## src/rtl/abr_serial_addsub.sv

```systemverilog
// abr_serial_addsub: multi-limb serial adder/subtractor.
// Computes A+B or A-B over NUM_LIMBS limbs of RADIX bits. Limbs stream LSB-first,
// one per handshake. The carry/borrow is held in a register between limbs, and
// each result limb is registered behind a valid/ready output stage.
//
// Optional feature macro: ABR_SERIAL_ADDSUB_ZERO_FLAG_EN adds zero_o, which is
// high on the last limb when every result limb of the operation was zero.
//
// Ports:
//   clk, rst_b      clock, asynchronous active-low reset
//   zeroize_i       synchronous clear of all state (same effect as reset)
//   in_valid_i/in_ready_o, sub_i, a_i, b_i       input limb handshake and operands
//   out_valid_o/out_ready_i, s_o, out_last_o     result limb handshake and data
//   cout_o          final carry (add) or borrow (sub), valid with out_last_o
//   zero_o          (optional) all-limbs-zero flag, valid with out_last_o
module abr_serial_addsub #(
    parameter int unsigned RADIX     = 32,
    parameter int unsigned NUM_LIMBS = 8
) (
    input  logic             clk,
    input  logic             rst_b,
    input  logic             zeroize_i,
    input  logic             in_valid_i,
    output logic             in_ready_o,
    input  logic             sub_i,
    input  logic [RADIX-1:0] a_i,
    input  logic [RADIX-1:0] b_i,
    output logic             out_valid_o,
    input  logic             out_ready_i,
    output logic [RADIX-1:0] s_o,
    output logic             out_last_o,
`ifdef ABR_SERIAL_ADDSUB_ZERO_FLAG_EN
    output logic             zero_o,
`endif
    output logic             cout_o
);

    localparam int unsigned CNT_W = $clog2(NUM_LIMBS + 1);
    localparam int unsigned SUM_W = RADIX + 1;

    typedef enum logic {
        IDLE = 1'b0,
        BUSY = 1'b1
    } state_e;

    state_e             state_q, state_d;
    logic [CNT_W-1:0]   cnt_q, cnt_d;
    logic               carry_q, carry_d;
    logic               mode_q, mode_d;
    logic               valid_q, valid_d;
    logic [RADIX-1:0]   s_q, s_d;
    logic               last_q, last_d;
    logic               cout_q, cout_d;
    logic               zacc_q, zacc_d;
    logic               zero_q, zero_d;

    logic               accept;
    logic               first;
    logic               mode_eff;
    logic               cin;
    logic [RADIX-1:0]   b_eff;
    logic [SUM_W-1:0]   sum_full;
    logic               c_next;
    logic [RADIX-1:0]   sum;
    logic               is_last;
    logic               zacc_next;

    // Single output stage with pass-through ready.
    assign in_ready_o = !valid_q | out_ready_i;
    assign accept     = in_valid_i & in_ready_o;

    // First limb uses sub_i directly for both the mode and the carry-in.
    assign first    = (state_q == IDLE);
    assign mode_eff = first ? sub_i : mode_q;
    assign cin      = first ? sub_i : carry_q;
    assign b_eff    = mode_eff ? ~b_i : b_i;
    assign sum_full = SUM_W'(a_i) + SUM_W'(b_eff) + SUM_W'(cin);
    assign c_next   = sum_full[RADIX];
    assign sum      = sum_full[RADIX-1:0];

    // Accepted limb is limb cnt_q+1 (1-based); it is last when that equals NUM_LIMBS.
    assign is_last   = first ? (NUM_LIMBS == 1) : (cnt_q == CNT_W'(NUM_LIMBS - 1));
    assign zacc_next = (first | zacc_q) & (sum == '0);

    // Next-state, datapath and output-register update.
    always_comb begin
        state_d = state_q;
        cnt_d   = cnt_q;
        carry_d = carry_q;
        mode_d  = mode_q;
        valid_d = valid_q;
        s_d     = s_q;
        last_d  = last_q;
        cout_d  = cout_q;
        zacc_d  = zacc_q;
        zero_d  = zero_q;

        if (accept) begin
            s_d     = sum;
            last_d  = is_last;
            valid_d = 1'b1;
            // A subtract reports borrow, which is the inverted carry.
            cout_d  = is_last & (mode_eff ^ c_next);
            zacc_d  = zacc_next;
            zero_d  = is_last & zacc_next;
            if (first) begin
                mode_d = sub_i;
            end
            if (is_last) begin
                state_d = IDLE;
                cnt_d   = '0;
                carry_d = 1'b0;
            end else begin
                state_d = BUSY;
                cnt_d   = cnt_q + CNT_W'(1);
                carry_d = c_next;
            end
        end else if (out_ready_i) begin
            valid_d = 1'b0;
        end

        if (zeroize_i) begin
            state_d = IDLE;
            cnt_d   = '0;
            carry_d = 1'b0;
            mode_d  = 1'b0;
            valid_d = 1'b0;
            s_d     = '0;
            last_d  = 1'b0;
            cout_d  = 1'b0;
            zacc_d  = 1'b0;
            zero_d  = 1'b0;
        end
    end

    // State register.
    always_ff @(posedge clk or negedge rst_b) begin
        if (!rst_b) begin
            state_q <= IDLE;
            cnt_q   <= '0;
            carry_q <= 1'b0;
            mode_q  <= 1'b0;
            valid_q <= 1'b0;
            s_q     <= '0;
            last_q  <= 1'b0;
            cout_q  <= 1'b0;
            zacc_q  <= 1'b0;
            zero_q  <= 1'b0;
        end else begin
            state_q <= state_d;
            cnt_q   <= cnt_d;
            carry_q <= carry_d;
            mode_q  <= mode_d;
            valid_q <= valid_d;
            s_q     <= s_d;
            last_q  <= last_d;
            cout_q  <= cout_d;
            zacc_q  <= zacc_d;
            zero_q  <= zero_d;
        end
    end

    assign out_valid_o = valid_q;
    assign s_o         = s_q;
    assign out_last_o  = last_q;
    assign cout_o      = cout_q;
`ifdef ABR_SERIAL_ADDSUB_ZERO_FLAG_EN
    assign zero_o      = zero_q;
`else
    logic unused_zero;
    assign unused_zero = zacc_q ^ zero_q;
`endif

endmodule

```

## config.mk

```make
export PLATFORM = sky130hd
export DESIGN_NAME = abr_serial_addsub
export DESIGN_NICKNAME = d
export VERILOG_FILES = /design/src/rtl/abr_serial_addsub.sv
export SDC_FILE = /design/constraint.sdc
export NUM_CORES = 1
export LEC_CHECK = 0
export BUFFER_PORTS_ARGS = -buffer_cell sky130_fd_sc_hd__buf_2
export CAP_MARGIN = 30
export CORE_UTILIZATION = 53
export CTS_BUF_LIST = sky130_fd_sc_hd__clkbuf_4 sky130_fd_sc_hd__clkbuf_8
export DETAILED_ROUTE_END_ITERATION = 12
export PLACE_DENSITY_LB_ADDON = 0.05
export SYNTH_ARGS = -nofsm -noshare
export SYNTH_HDL_FRONTEND = slang
export SYNTH_SLANG_ARGS = --single-unit
export TNS_END_PERCENT = 100
```

## constraint.sdc

```tcl
create_clock -name clk -period 5.2 [get_ports clk]
set_input_delay 0.52 -clock clk [delete_from_list [all_inputs] [get_ports clk]]
set_output_delay 0.52 -clock clk [all_outputs]
set_load 0.01 [all_outputs]
```

==> results of run 1 <==
[layout make-up]
class,count,area (um^2)
Inverter,8,30.0
Multi-Input combinational cell,392,2680
Sequential cell,42,1050
Clock buffer,6,82.6
Fill cell,663,2360
Timing Repair Buffer,111,583
Tap cell,96,120
[power breakdown]
group / leakage [nW] / internal, mW / switching, mW / total [mW]
Sequential: 0.561 / 0.369 / 0.0289 / 0.398
Combinational: 1.54 / 0.307 / 0.421 / 0.728
Clock: 0.0431 / 0.103 / 0.105 / 0.208
[worst paths after layout]
kind                             from         end  slack, ps  cells past startpoint
setup / recovery              state_q      cout_o       1470                     12
hold / removal                  rst_b     s_o[18]        130                      1
setup reg to reg              state_q      cout_o       1470                     12
hold reg to reg            out_last_o  out_last_o        470                      2
max in group asynchronous       rst_b    cnt_q[0]       4600                      2
min in group clk           out_last_o  out_last_o        470                      2
[through the flow]
| stage | setup WS [ps] | std cells |
|---|---|---|
| floorplan | 1360 | 467 |
| global placement | 1490 | 648 |
| detailed placement | 1430 | 648 |
| CTS | 1490 | 654 |
| global route | 1250 | 655 |
| finish | 1470 | 655 |
[flip-flops by register name, summed over array words and instances, names as in the netlist]
name         flops
mode_q           1
s_o             32
state_q          1
out_valid_o      1
out_last_o       1
cnt_q            4
carry_q          1
cout_o           1
[kinds of logic (layout without fill, tap and decap cells)]
group / count (synthesis) / in the layout / share of synthesized area
adder cells (fa/ha/maj): 34 / 34 / 0.114
buffers and inverters: 33 / 125 / 0.0353
AND/OR/NAND/NOR: 150 / 150 / 0.186
flip-flops: 42 / 42 / 0.272
XOR/XNOR: 55 / 55 / 0.125
AO/OA/AOI/OAI: 149 / 149 / 0.256
multiplexers: 4 / 4 / 0.0117
[routing by layer]
| metal | wire length (um) | GRT usage | vias to the layer above | part of all wire |
|---|---|---|---|---|
| met5 | 0 | 0 | - | 0 |
| met3 | 565 | 0.0246 | 9 | 0.057 |
| met2 | 4450 | 0.423 | 145 | 0.45 |
| met4 | 77 | 0.0641 | 0 | 0.0078 |
| li1 | - | - | 1860 | - |
| met1 | 4830 | 0.410 | 1764 | 0.49 |
[worst register-to-register path: cells and delay by family, from the launching register on]
| kind | cells | cell delay, ps |
|---|---|---|
| fa+ha+maj | 2 | 920 |
| compound gates | 4 | 880 |
| simple gates | 3 | 710 |
| flops | 1 | 460 |
| buf+inv | 1 | 300 |
| mux | 1 | 270 |
| xor+xnor | 1 | 130 |
[synthesized netlist by cell type (all sizes together), types with 3 or more instances]
| library cell | instances | area share |
|---|---|---|
| a211oi | 14 | 0.030 |
| a21o | 8 | 0.016 |
| a21oi | 59 | 0.077 |
| a22o | 11 | 0.025 |
| a31oi | 4 | 0.0065 |
| and3 | 3 | 0.0049 |
| buf | 8 | 0.011 |
| clkbuf | 17 | 0.017 |
| dfrtp | 42 | 0.27 |
| ha | 32 | 0.10 |
| inv | 8 | 0.0078 |
| mux2i | 3 | 0.0088 |
| nand2 | 71 | 0.070 |
| nand2b | 3 | 0.0068 |
| nand3 | 12 | 0.017 |
| nand4 | 7 | 0.013 |
| nor2 | 31 | 0.031 |
| nor3 | 8 | 0.012 |
| o211ai | 7 | 0.015 |
| o21ai | 25 | 0.035 |
| o21bai | 5 | 0.0097 |
| o31ai | 4 | 0.0078 |
| or3 | 3 | 0.0049 |
| xnor2 | 48 | 0.11 |
| xor2 | 7 | 0.016 |
==> out/results.tsv, run 1 <==
stage	metric	value	unit
global_routing	grt_overflow	0	
die	fp.coreArea	6910	um^2
synth	ys.flop_type	dfrtp_1	
synth	yosysWarnings	0	
global_routing	grt_pass1_vias	3474	
detailed_routing	wirelength	9920	um
place	post_dp_cell_area	4440	um^2
timing	fmax	268	MHz
clocking	clk_latency	290	ps
place	io_buffer_count	105	
clocking	cts-root-buf	clkbuf_8	
worst_setup_path	cp_num_buf_inv	1	
timing	holdWs	133	ps
finish	post-route-util	0.658	
worst_setup_path	path_max_fanout	17	
finish	nets	664	
timing	fin_skew	5.73	ps
timing	hold_viol_final	0	
detailed_routing	vias_per_cell	5.77	
min_path	hold_class	input pin to async pin	
detailed_routing	ant_nets	0	
synth	syn_nets	571	
timing	relSlewSlack	0.375	
worst_setup_path	crit_path_end_kind	register	
die	num_io_pins	106	
finish	design_area	4550	um^2
die	die_h	87.3	um
detailed_routing	wire_per_inst	15.2	um
run_status	status	complete, no violations	
timing	period_share	0.717	
synth	syn_area	3860	um^2
power	total_power	1.33	mW
finish	layout_commonest_cell	buf_2	
finish	antennaDiodeCount	0	
power	power.leakage	2.14	nW
worst_setup_path	crit_path_top_delay_cell	fa_1	
synth	yosysUniqueCellTypes	59	
flow_run	maxCapViolCount	0	
power	power.density	293	nW/um^2
die	rows	30	
clocking	ctsHoldBuffers	0	
clocking	postCtsSetupBuffers	0	
synth	ys_seq_area_frac	0.272	
worst_setup_path	crit_family	adder cells	
clocking	clk_pin_slew	80	ps
clocking	cts_tree	done	
detailed_routing	vias	3778	
finish	mostFrequentLayoutCells	buf_2, nand2_1, a21oi_1, xnor2_1, dfrtp_1	
global_routing	grt_pass1_wl	16600	um
timing	tns	0	ps
clocking	htreeDepth	2	
synth	ys_ff_latch	42	
die	start_util	0.559	
die	die_x	87.3	um
synth	syn_area_per_cell	8.26	um^2
timing	setup_viol	0	
timing	layout_min_cycle_time	3730	ps
worst_setup_path	slowest_delay	470	ps
detailed_routing	drt_pass1_iterations	5	
clocking	clock_path_buffers	2	
clocking	clkSinkCount	42	
worst_setup_path	critPathKind	register to register	
timing	worst_pin_slew	935	ps
synth	synth_edf_count	0	
die	die_area	7630	um^2
global_routing	track_usage	0.273	
worst_setup_path	cp-start-kind	register	
clocking	numCtsBuffers	5	
place	gp_congestion	0.847	
worst_setup_path	worstPathRequired	5420	ps
synth	synth-async-reset-ratio	1.00	
global_routing	antenna_found_initial	0	
power	irDropWorstVdd	0.116	mV
synth	syn_inst	467	
detailed_routing	drc_errors	0	
timing	maxSlewViolCount	0	
worst_setup_path	cpMostUsedCell	fa_1	
finish	layout-drive-gt1-share	0.243	
detailed_routing	drtIter0Drc	196	
place	post-dp-hpwl	7790	um
worst_setup_path	crit_chain	mux2i_4, buf_4, xnor2_1, fa_1, fa_1, a211oi_2, o211ai_2, nand3_2, a31oi_1, o21a_1, or4_1, nand3_1	
global_routing	grt_max_degree	43	
timing	rsz0062_at_grt	no	
worst_setup_path	crit_arrival	3950	ps
clocking	cts_resized	0	
finish	area_growth	17.8	%
Note: power is estimated with default switching activity, not from simulation.
==> run 2: changes to the inputs <==
--- a/config.mk
+++ b/config.mk
@@ -5,6 +5,7 @@
 export SDC_FILE = /design/constraint.sdc
 export NUM_CORES = 1
 export LEC_CHECK = 0
+export ABC_AREA = 1
 export BUFFER_PORTS_ARGS = -buffer_cell sky130_fd_sc_hd__buf_2
 export CAP_MARGIN = 30
 export CORE_UTILIZATION = 53
==> constraint.sdc (replaced) <==
create_clock -name clk -period 3.45 [get_ports clk]
set_input_delay 0.345 -clock clk [delete_from_list [all_inputs] [get_ports clk]]
set_output_delay 0.345 -clock clk [all_outputs]
set_load 0.01 [all_outputs]
==> run 2 against run 1 <==
Effect of this change: maximum frequency is 32% higher; cell count increased by 43%; register-to-register slack worse by 850 ps; combinational power rose by 47%; routed wire length increased by 24%; flip-flop and latch count did not move; critical path depth grew 4; clock skew up 7.5 ps; clock power rose by 63%; die area rose by 14%; critical path type unchanged; largest cell class unchanged.
==> out/results.tsv, run 2 <==
stage	metric	value	unit
worst_setup_path	critPathKind	register to register	
timing	fin_skew	13.2	ps
clocking	ctsHoldBuffers	0	
worst_setup_path	crit_path_top_delay_cell	fa_1	
finish	area_growth	15.8	%
min_path	hold_class	input pin to async pin	
die	num_io_pins	106	
synth	syn_area_per_cell	6.07	um^2
global_routing	antenna_found_initial	0	
die	die_x	93.4	um
timing	hold_viol_final	0	
timing	worst_pin_slew	938	ps
detailed_routing	ant_nets	0	
detailed_routing	wire_per_inst	13.1	um
finish	post-route-util	0.650	
global_routing	grt_overflow	0	
die	die_h	93.4	um
worst_setup_path	path_max_fanout	4	
finish	mostFrequentLayoutCells	nand2_1, inv_1, buf_2, dfrtp_1, nor2_1	
synth	yosysTopAreaCell	nand2_1	
place	gp_congestion	0.899	
worst_setup_path	cp-start-kind	register	
worst_setup_path	cpMostUsedCell	nand2_1	
clocking	htreeDepth	2	
place	io_buffer_count	105	
power	irDropWorstVdd	0.224	mV
synth	syn_nets	834	
timing	rsz0062_at_grt	no	
synth	synth.area.top_cells	nand2_1, dfrtp_1, inv_1	
synth	synth_edf_count	0	
die	rows	32	
global_routing	grt_pass1_vias	4307	
timing	fmax	354	MHz
worst_setup_path	cp_num_buf_inv	1	
timing	maxSlewViolCount	0	
synth	ys.flop_type	dfrtp_1	
power	power.leakage	3.24	nW
run_status	status	complete, no violations	
clocking	clk_latency	300	ps
detailed_routing	drtIter0Drc	319	
worst_setup_path	crit_family	simple AND/OR/NAND/NOR gates	
clocking	postCtsSetupBuffers	0	
finish	nets	938	
die	fp.coreArea	7890	um^2
finish	largest_reg_flops	32	
detailed_routing	vias	4766	
clocking	cts_tree	done	
finish	layout-drive-gt1-share	0.175	
clocking	clock_path_buffers	2	
detailed_routing	vias_per_cell	5.09	
synth	ys_seq_area_frac	0.237	
worst_setup_path	crit_arrival	3010	ps
synth	synth.most_common_cell	nand2_1	
worst_setup_path	worstPathRequired	3640	ps
clocking	numCtsBuffers	5	
synth	yosysWarnings	0	
die	die_area	8730	um^2
synth	syn_inst	730	
detailed_routing	wirelength	12300	um
place	post-dp-hpwl	10200	um
power	total_power	2.00	mW
synth	synth_commonest_cells	nand2_1, inv_1, dfrtp_1	
finish	antennaDiodeCount	0	
synth	yosysTopAreaCellShare	0.249	
synth	synth-async-reset-ratio	1.00	
detailed_routing	drt_pass1_iterations	5	
flow_run	maxCapViolCount	0	
clocking	clk_pin_slew	100	ps
global_routing	grt_max_degree	43	
timing	period_share	0.819	
synth	ys_ff_latch	42	
timing	tns	0	ps
die	start_util	0.562	
timing	relSlewSlack	0.375	
global_routing	track_usage	0.293	
global_routing	grt_pass1_wl	20200	um
clocking	cts-root-buf	clkbuf_8	
clocking	clkSinkCount	42	
clocking	cts_resized	0	
synth	syn_area	4430	um^2
detailed_routing	drc_errors	0	
worst_setup_path	crit_path_end_kind	register	
timing	layout_min_cycle_time	2820	ps
finish	layout_commonest_cell	nand2_1	
timing	setup_viol	0	
power	power.density	390	nW/um^2
worst_setup_path	slowest_delay	500	ps
synth	yosysUniqueCellTypes	35	
worst_setup_path	crit_chain	inv_1, nand2_1, nand2_2, xor2_1, fa_1, fa_1, nand2_1, nand2_1, nand3_1, nand2_1, nand2_1, nand2_1, nand2_1, nand3_1, nand3_1, nand2_1	
-- run 2: where the power goes --
group	internal (mW)	switching, mW
logic	0.377	0.697
clock network	0.145	0.193
registers	0.551	0.0375
-- run 2: kinds of logic (layout without fill, tap and decap cells) --
logic type | after synthesis | after routing | share of synthesized area
xor+xnor | 35 | 35 | 0.0692
fa+ha+maj | 34 | 34 | 0.0994
flops | 42 | 42 | 0.237
buf+inv | 147 | 252 | 0.132
compound gates | 62 | 62 | 0.0785
simple gates | 410 | 410 | 0.383
-- run 2: layout make-up --
type	count	area, um^2
multi-input cells	541	2800
fillers	783	2760
flip-flops and latches	42	1050
repair buffers	108	548
inverters	136	512
well taps	102	128
clock buffers	5	68.8
clock inverters	3	23.8
-- run 2: layer usage --
layer  part of all wire  track usage  up-vias  wire length (um)
met1               0.48        0.431     2162              5910
met3              0.064       0.0236       10               784
li1                   -            -     2417                 -
met4             0.0079       0.0500        0                97
met2               0.45        0.474      177              5470
met5                  0            0        -                 0
-- run 2: stage by stage --
step | hold slack (ps) | worst slack [ps] | instances | area, um^2
global route | 244 | 465 | 937 | 5130
finish | 178 | 625 | 937 | 5130
floorplan | 49.4 | 792 | 730 | 4430
detailed placement | 462 | 678 | 929 | 5040
global placement | 459 | 722 | 929 | 5040
CTS | 217 | 666 | 937 | 5130
-- run 2: final timing paths --
path	startpoint	to	slack, ps	depth (start not counted)
worst min register to register	s_o[16]	s_o[16]	480	2
worst max-delay path	state_q	s_o[26]	630	16
min in group clk	zeroize_i	out_valid_o	240	2
worst min-delay path	rst_b	cnt_q[2]	180	1
max in group asynchronous	rst_b	s_o[23]	2680	1
worst max register to register	state_q	s_o[26]	630	16
-- run 2: worst reg2reg max path, delay by kind of cell (launching register included) --
kind                     cells  cell delay, ps
AND/OR/NAND/NOR             12            1130
adder cells (fa/ha/maj)      2             920
flip-flops                   1             410
XOR/XNOR                     1             170
buffers and inverters        1              80
==> run 3: changes to the inputs <==
--- a/config.mk
+++ b/config.mk
@@ -8,7 +8,7 @@
 export ABC_AREA = 1
 export BUFFER_PORTS_ARGS = -buffer_cell sky130_fd_sc_hd__buf_2
 export CAP_MARGIN = 30
-export CORE_UTILIZATION = 53
+export CORE_UTILIZATION = 51
 export CTS_BUF_LIST = sky130_fd_sc_hd__clkbuf_4 sky130_fd_sc_hd__clkbuf_8
 export DETAILED_ROUTE_END_ITERATION = 12
 export PLACE_DENSITY_LB_ADDON = 0.05
==> constraint.sdc (replaced) <==
create_clock -name clk -period 2.5 [get_ports clk]
set_input_delay 0.25 -clock clk [delete_from_list [all_inputs] [get_ports clk]]
set_output_delay 0.25 -clock clk [all_outputs]
set_load 0.01 [all_outputs]
==> run 3 against run 2 <==
Effect of this change: the run now ends with negative setup slack left; global-route usage is 2.0 points lower; maximum frequency is 8.6% higher; combinational power is 68% higher; hold slack worse by 94 ps; non-clock buffer count is 33 higher; core utilization is 5.2 points higher; via count is 0.99% higher; cell count is 3.8% higher; routed wire length is 3.6% higher; clock skew is 6.9 ps lower; critical path depth is 1 lower.
==> out/results.tsv, run 3 (synthesized netlist as in run 2, its figures left out) <==
stage	metric	value	unit
finish	nets	971	
clocking	clk_latency	300	ps
worst_setup_path	cp_num_buf_inv	0	
worst_setup_path	cp-start-kind	register	
run_status	status	finished, violations left	
timing	period_share	1.04	
min_path	hold_class	input pin to async pin	
clocking	cts-root-buf	clkbuf_8	
place	io_buffer_count	105	
clocking	htreeDepth	2	
worst_setup_path	critPathKind	register to register	
global_routing	grt_max_degree	43	
clocking	cts_tree	done	
die	rows	33	
clocking	ctsHoldBuffers	0	
clocking	clk_pin_slew	90	ps
finish	layout-drive-gt1-share	0.293	
run_status	violations	negative setup slack	
detailed_routing	drt_pass1_iterations	5	
worst_setup_path	crit_family	simple AND/OR/NAND/NOR gates	
finish	mostFrequentLayoutCells	nand2_1, inv_1, buf_2, dfrtp_1, nand2_2	
timing	worst_pin_slew	946	ps
worst_setup_path	cpMostUsedCell	nand2_2	
power	power.density	529	nW/um^2
finish	largest_reg_flops	32	
worst_setup_path	crit_chain	nand2_2, nand2_8, xor2_2, fa_2, fa_2, nand2_2, nand2_2, nand3_2, nand2_2, nand2_2, nand2_4, nand2_2, nand3_1, nand3_1, nand2_1	
finish	post-route-util	0.702	
timing	layout_min_cycle_time	2600	ps
global_routing	grt_pass1_vias	4132	
global_routing	grt_pass1_wl	19200	um
die	num_io_pins	106	
worst_setup_path	crit_path_end_kind	register	
flow_run	maxCapViolCount	0	
timing	fin_skew	6.34	ps
detailed_routing	wirelength	12700	um
clocking	numCtsBuffers	5	
worst_setup_path	crit_path_top_delay_cell	dfrtp_1	
finish	layout_commonest_cell	nand2_1	
worst_setup_path	crit_arrival	2800	ps
global_routing	grt_overflow	0	
detailed_routing	wire_per_inst	13.1	um
worst_setup_path	slowest_delay	430	ps
global_routing	antenna_found_initial	0	
power	irDropWorstVdd	0.276	mV
detailed_routing	ant_nets	0	
clocking	clkSinkCount	42	
finish	antennaDiodeCount	0	
finish	area_growth	31.5	%
timing	relSlewSlack	0.369	
timing	rsz0062_at_grt	yes	
timing	fmax	385	MHz
die	die_h	95.2	um
timing	setup_slack	-99.9	ps
timing	hold_viol_final	0	
detailed_routing	drc_errors	0	
timing	setup_viol	12	
clocking	clock_path_buffers	2	
worst_setup_path	path_max_fanout	5	
power	total_power	3.08	mW
die	fp.coreArea	8300	um^2
power	power.leakage	3.49	nW
detailed_routing	vias	4813	
die	die_area	9060	um^2
worst_setup_path	worstPathRequired	2700	ps
die	die_x	95.2	um
place	gp_congestion	0.890	
die	start_util	0.534	
place	post-dp-hpwl	9680	um
detailed_routing	vias_per_cell	4.95	
global_routing	track_usage	0.274	
timing	maxSlewViolCount	0	
detailed_routing	drtIter0Drc	267	
==> run 3: cell types whose count changed in the layout (fill, tap and decap cells not counted), sizes merged <==
cell    previous run  this run
buf              108       139
clkbuf             5         7
==> run 3: final timing paths <==
| check | from | endpoint | slack, ps | cells past startpoint |
|---|---|---|---|---|
| worst min-delay path | rst_b | cnt_q[1] | 80 | 1 |
| min in group clk | zeroize_i | out_valid_o | 150 | 2 |
| worst max-delay path | state_q | s_o[30] | -100 | 15 |
| worst min register to register | s_o[28] | s_o[28] | 480 | 2 |
| max in group asynchronous | rst_b | s_o[29] | 1820 | 1 |
| worst max register to register | state_q | s_o[30] | -100 | 15 |
==> run 3: area by class of cell <==
class / instances / area, um^2
inverter: 136 / 512
clock buffer: 5 / 68.8
sequential: 42 / 1050
fill: 763 / 2470
tap: 105 / 131
timing repair buffer: 141 / 876
multi-input combinational: 541 / 3160
clock inverter: 3 / 23.8
==> run 3: what timing repair did <==
item	in CTS	in global routing
gates resized for setup	9	87
cloned	1	2
pin swaps	1	26
setup buffers	2	10
setup endpoints to repair	9	29
==> run 3: power breakdown <==
group	switching (mW)	total [mW]	internal [mW]
Clock	0.268	0.468	0.200
Sequential	0.0498	0.810	0.760
Combinational	1.09	1.80	0.717
==> run 3: routing by layer <==
layer,share of wire,up-vias,track usage
li1,-,2485,-
met3,0.065,7,0.0136
met2,0.45,164,0.440
met1,0.47,2157,0.406
met5,0,-,0
met4,0.010,0,0.0492
==> run 3: stage by stage <==
stage / std cells / setup slack, ps / setup TNS [ps] / hold slack [ps] / instance area (um^2)
floorplan: 730 / 6.48 / 0 / -45.6 / 4440
global placement: 950 / 9.58 / 0 / 426 / 5200
detailed placement: 950 / -35.9 / -45.4 / 439 / 5200
CTS: 961 / -6.42 / -6.42 / 108 / 5360
global route: 973 / -271 / -3690 / 146 / 5830
finish: 973 / -99.9 / -557 / 83.7 / 5830
